`src/rtl/param_sync_fifo.sv`:
```
`default_nettype none
// ============================================================================
// Module   : param_sync_fifo
// Brief    : Single-clock show-ahead FIFO with configurable width, any depth
//            >= 2, almost-full/almost-empty thresholds and error flags.
//            Define PARAM_SYNC_FIFO_STICKY_ERR_EN for sticky error flags.
// Revision : 1.0 - initial release
// ============================================================================
module param_sync_fifo #(
  parameter int WIDTH     = 8,
  parameter int DEPTH     = 8,
  parameter int AF_THRESH = 6,
  parameter int AE_THRESH = 1,
  localparam int CW       = $clog2(DEPTH + 1)
) (
  input  logic             i_clk,
  input  logic             i_rst_n,
  input  logic             i_clear,
  input  logic             i_push,
  input  logic [WIDTH-1:0] i_data,
  input  logic             i_pop,
  output logic [WIDTH-1:0] o_data,
  output logic             o_empty,
  output logic             o_full,
  output logic             o_almost_full,
  output logic             o_almost_empty,
  output logic [CW-1:0]    o_word_count,
  output logic             o_overflow,
  output logic             o_underflow
);

  localparam int            PW         = $clog2(DEPTH);
  localparam logic [PW-1:0] c_last_ptr = PW'(DEPTH - 1);

  logic [WIDTH-1:0] r_mem [DEPTH];
  logic [PW-1:0]    r_wptr;
  logic [PW-1:0]    r_rptr;
  logic [CW-1:0]    r_count;
  logic             r_overflow;
  logic             r_underflow;

  logic             w_pop_ok;
  logic             w_push_ok;
  logic             w_ovf_evt;
  logic             w_unf_evt;

  assign o_empty        = (r_count == '0);
  assign o_full         = (r_count == CW'(DEPTH));
  assign o_almost_full  = (r_count >= CW'(AF_THRESH));
  assign o_almost_empty = (r_count <= CW'(AE_THRESH));
  assign o_word_count   = r_count;
  assign o_overflow     = r_overflow;
  assign o_underflow    = r_underflow;
  assign o_data         = o_empty ? '0 : r_mem[r_rptr];

  // A full FIFO still accepts a push when the head is popped in the same cycle.
  assign w_pop_ok  = i_pop & ~o_empty;
  assign w_push_ok = i_push & (~o_full | w_pop_ok);
  assign w_ovf_evt = i_push & ~w_push_ok & ~i_clear;
  assign w_unf_evt = i_pop & ~w_pop_ok & ~i_clear;

  always_ff @(posedge i_clk) begin
    if (w_push_ok && !i_clear) begin
      r_mem[r_wptr] <= i_data;
    end
  end

  always_ff @(posedge i_clk or negedge i_rst_n) begin
    if (!i_rst_n) begin
      r_wptr  <= '0;
      r_rptr  <= '0;
      r_count <= '0;
    end else if (i_clear) begin
      r_wptr  <= '0;
      r_rptr  <= '0;
      r_count <= '0;
    end else begin
      // Explicit wrap so non-power-of-two depths index correctly.
      if (w_push_ok) begin
        r_wptr <= (r_wptr == c_last_ptr) ? '0 : r_wptr + PW'(1);
      end
      if (w_pop_ok) begin
        r_rptr <= (r_rptr == c_last_ptr) ? '0 : r_rptr + PW'(1);
      end
      case ({w_push_ok, w_pop_ok})
        2'b10:   r_count <= r_count + CW'(1);
        2'b01:   r_count <= r_count - CW'(1);
        default: r_count <= r_count;
      endcase
    end
  end

  always_ff @(posedge i_clk or negedge i_rst_n) begin
    if (!i_rst_n) begin
      r_overflow  <= 1'b0;
      r_underflow <= 1'b0;
    end else if (i_clear) begin
      r_overflow  <= 1'b0;
      r_underflow <= 1'b0;
    end else begin
`ifdef PARAM_SYNC_FIFO_STICKY_ERR_EN
      r_overflow  <= r_overflow | w_ovf_evt;
      r_underflow <= r_underflow | w_unf_evt;
`else
      r_overflow  <= w_ovf_evt;
      r_underflow <= w_unf_evt;
`endif
    end
  end

endmodule
`default_nettype wire
```
`config.mk`:
```
export PLATFORM = sky130hd
export DESIGN_NAME = param_sync_fifo
export DESIGN_NICKNAME = d
export VERILOG_FILES = /design/src/rtl/param_sync_fifo.sv
export SDC_FILE = /design/constraint.sdc
export NUM_CORES = 1
export LEC_CHECK = 0
export ABC_AREA = 1
export BUFFER_PORTS_ARGS = -buffer_cell sky130_fd_sc_hd__clkbuf_2
export CAP_MARGIN = 15
export CORE_MARGIN = 4
export CORE_UTILIZATION = 53
export CTS_BUF_LIST = sky130_fd_sc_hd__clkbuf_16
export DETAILED_ROUTE_END_ITERATION = 8
export GPL_TIMING_DRIVEN = 0
export PLACE_DENSITY = 0.86
export RECOVER_POWER = 50
export SLEW_MARGIN = 20
export SYNTH_ARGS = -nofsm -noshare
export SYNTH_HDL_FRONTEND = slang
export SYNTH_SLANG_ARGS = --single-unit
```
`constraint.sdc`:
```
create_clock -name i_clk -period 1.99 [get_ports i_clk]
set_clock_uncertainty 0.2 [all_clocks]
set_input_delay 0.398 -clock i_clk [delete_from_list [all_inputs] [get_ports i_clk]]
set_output_delay 0.398 -clock i_clk [all_outputs]
set_load 0.02 [all_outputs]
```
==> results.sh <==
export IMPL_arrival_ps=1820
export IMPL_syn_cell_area_um2=3370
export IMPL_fillerInstances=307
export IMPL_insertion_delay_ps=330
export IMPL_overflow=0
export IMPL_cts_tree="built"
export IMPL_power_frac_comb_pct=44.5
export IMPL_finalNonFillerCells=465
export IMPL_leakage_nw=1.86
export IMPL_fin_area_um2=4670
export IMPL_yosysUniqueCellTypes=30
export IMPL_numCtsBuffers=9
export IMPL_final_max_slew_viol_count=0
export IMPL_placed_area_um2=3710
export IMPL_drt_iter0_drc=542
export IMPL_cp_required_ps=1390
export IMPL_clock_path_buffers=2
export IMPL_p_sw_mw=2.55
export IMPL_whs_ps=160
export IMPL_grt_pass1_wl_um=15600
export IMPL_h_tree_depth=3
export IMPL_setup_viol=74
export IMPL_synth_avg_cell_area_um2=11.3
export IMPL_post_dp_hpwl_um=4950
export IMPL_avgViaCountPerCell=6.49
export IMPL_clkPwrFrac_pct=26.4
export IMPL_syn_to_final_growth_pct=38.6
export IMPL_netlist_instances=299
export IMPL_status="finished, violations left"
export IMPL_setup_ws_ps=-432
export IMPL_p_int_mw=4.13
export IMPL_clock_sinks=76
export IMPL_yosysSeqAreaShare_pct=65.9
export IMPL_slew_headroom_pct=74.3
export IMPL_clockRootBuffer="clkbuf_16"
export IMPL_die_h_um=87.8
export IMPL_grt_max_degree=15
export IMPL_use_met1_pct=34.8
export IMPL_dp_slack_ps=-163
export IMPL_fmax_mhz=413
export IMPL_violations="setup timing"
export IMPL_use_met3_pct=7.34
export IMPL_crit_type="flop to output port"
export IMPL_gp_congestion=0.850
export IMPL_final_min_clock_period_ps=2420
export IMPL_period_share_pct=122
export IMPL_die_w_um=87.8
export IMPL_max_slew_worst_pin_slew_ps=386
export IMPL_antenna_found_initial=0
export IMPL_min_path_type="input pin to flop"
export IMPL_num_rows=28
export IMPL_p_total_mw=6.68
export IMPL_synth_seq_cells=76
export IMPL_p_sw_share_pct=38.1
export IMPL_sequentialPowerShare_pct=29.0
export IMPL_critPathLaunchType="flop"
export IMPL_power_density_nw_per_um2=1430
export IMPL_hold_viol=0
export IMPL_ys_warn_count=0
export IMPL_drc=0
export IMPL_synth_fp_nets=320
export IMPL_rsz0062_at_grt="true"
export IMPL_ant_nets=0
export IMPL_vias=3019
export IMPL_start_util_pct=55.6
export IMPL_drt_wl_total_um=11600
export IMPL_drive_gt1_share_pct=37.4
export IMPL_path_clk_slew_ps=60
export IMPL_regArea_um2=2230
export IMPL_core_area_um2=6060
export IMPL_grt_use_met2_pct=46.0
export IMPL_dp_cells=404
export IMPL_grt_usage_pct=28.4
export IMPL_top_usage_layer="met2"
export IMPL_drv_cap=0
export IMPL_critPathMaxFanout=6
export IMPL_ir_drop_uv=1060
export IMPL_end_kind="output port"
export IMPL_die_area_um2=7700
export IMPL_n_antenna_cell=0
export IMPL_io_buffers=30
export IMPL_multi_input_area_um2=1190
export IMPL_grt_pass1_vias=2842
export IMPL_wl_per_cell_um=24.9
export IMPL_ios=31
export IMPL_nNetsFinal=406
export IMPL_drt_pre_antenna_iters=6
## cell usage after synthesis
| cell | n | share of area, % |
|---|---|---|
| a211oi_1 | 1 | 0.22 |
| a21oi_1 | 2 | 0.30 |
| buf_2 | 7 | 1.0 |
| buf_4 | 1 | 0.22 |
| buf_6 | 1 | 0.33 |
| clkbuf_1 | 1 | 0.11 |
| clkbuf_2 | 2 | 0.30 |
| dfrtp_1 | 12 | 8.9 |
| edfxtp_1 | 64 | 57 |
| ha_1 | 8 | 3.0 |
| inv_1 | 14 | 1.6 |
| inv_2 | 4 | 0.45 |
| nand2_1 | 27 | 3.0 |
| nand2_2 | 4 | 0.74 |
| nand2_4 | 3 | 1.0 |
| nand3_1 | 12 | 1.8 |
| nand3_2 | 2 | 0.59 |
| nand3_4 | 1 | 0.52 |
| nand4_1 | 1 | 0.19 |
| nor2_1 | 70 | 7.8 |
| nor2_4 | 2 | 0.67 |
| nor3_1 | 2 | 0.30 |
| o211ai_1 | 8 | 1.8 |
| o21a_1 | 1 | 0.22 |
| o21ai_0 | 32 | 4.7 |
| o21ai_1 | 5 | 0.74 |
| o21ai_2 | 1 | 0.26 |
| o22ai_1 | 8 | 1.5 |
| xnor2_1 | 1 | 0.26 |
| xor2_1 | 2 | 0.52 |
## registers in the layout, indices dropped and copies added, names as in the netlist
name,count
r_wptr,3
o_underflow,1
o_word_count,4
r_mem,64
r_rptr,3
o_overflow,1
## area by class of cell
cell class	count	area share, %
plain buffers	11	2.52
clock buffers	9	4.82
clock inverters	7	2.12
inverters	18	1.74
multi-input cells	193	25.4
flip-flops and latches	76	47.7
well taps	75	2.01
repair buffers	76	13.7
## cell usage in the layout (no fill, tap or decap), types with 3 or more instances in the layout
cell	instances
nor2_2	8
buf_4	34
o21ai_0	24
ha_1	4
inv_1	10
nor2_4	12
clkbuf_1	7
nand3_1	12
dfrtp_1	7
o22ai_1	8
clkbuf_16	9
edfxtp_1	64
buf_6	23
inv_4	4
nand2_1	27
o211ai_1	8
clkbuf_2	13
nor2_1	52
nand2_4	6
o21ai_2	4
inv_2	3
dfrtp_2	5
buf_12	5
o21ai_1	10
## final timing paths
path                            depth (start not counted)                           to  slack [ps]                         from
max in group asynchronous                               2  o_word_count[3]$_DFFE_PN0P_        1030                      i_rst_n
worst min register to register                          2        r_wptr[2]$_DFFE_PN0P_         460        r_wptr[2]$_DFFE_PN0P_
worst max register to register                         10        r_mem[6][1]$_DFFE_PP_         -90  o_word_count[0]$_DFFE_PN0P_
worst max-delay path                                    7                    o_data[0]        -430        r_rptr[0]$_DFFE_PN0P_
worst min-delay path                                    2        o_underflow$_DFF_PN0_         160                      i_clear
min in group asynchronous                               2        r_wptr[2]$_DFFE_PN0P_         290                      i_rst_n
## timing repair
action | in CTS | in global routing
endpoints found under the setup margin | 75 | 76
setup buffers | 23 | 20
hold buffers | 1 | 0
pin swaps | 16 | 20
gates resized for setup | 42 | 52
cloned | 2 | 0
hold endpoints to repair | 12 | 0
## stage by stage
stage	utilization (%)	setup TNS [ps]
after CTS	72.5	-2360
after floorplan	-	-509
after global placement	61.3	-5420
after detailed placement	61.3	-9230
final	77.1	-6320
after global routing	77.1	-9420
## power by group through the flow
stage               Combinational, mW  Clock, mW  Sequential [mW]
floorplan                        1.28          0             1.98
global route                     3.09       1.86             1.94
global placement                 1.81          0             1.95
CTS                              2.28       1.75             1.92
detailed placement               1.86          0             1.96
finish                           2.97       1.77             1.94
## metal layers
layer | share of wire, % | vias to the layer above | wire, µm
met3 | 12 | 93 | 1430
met2 | 48 | 296 | 5540
met1 | 33 | 1413 | 3850
met5 | 0 | - | 0
met4 | 6.5 | 0 | 757
li1 | - | 1217 | -
## cells by family (layout without fill, tap and decap cells)
group / after synthesis / count (layout) / share of synthesized area [%]
AO/OA/AOI/OAI: 58 / 58 / 9.76
XOR/XNOR: 3 / 3 / 0.779
adder cells (fa/ha/maj): 8 / 8 / 2.97
buffers and inverters: 30 / 121 / 4.01
flip-flops: 76 / 76 / 65.9
AND/OR/NAND/NOR: 124 / 124 / 16.6
## critical path: stages (launching register included)
cell and delay (ps):
dfrtp_2 480, inv_4 80, buf_4 160, o21ai_0 260, o22ai_1 150, nor2_1 140
nor2_1 70, buf_4 160
Power figures use the tool's default switching activity.
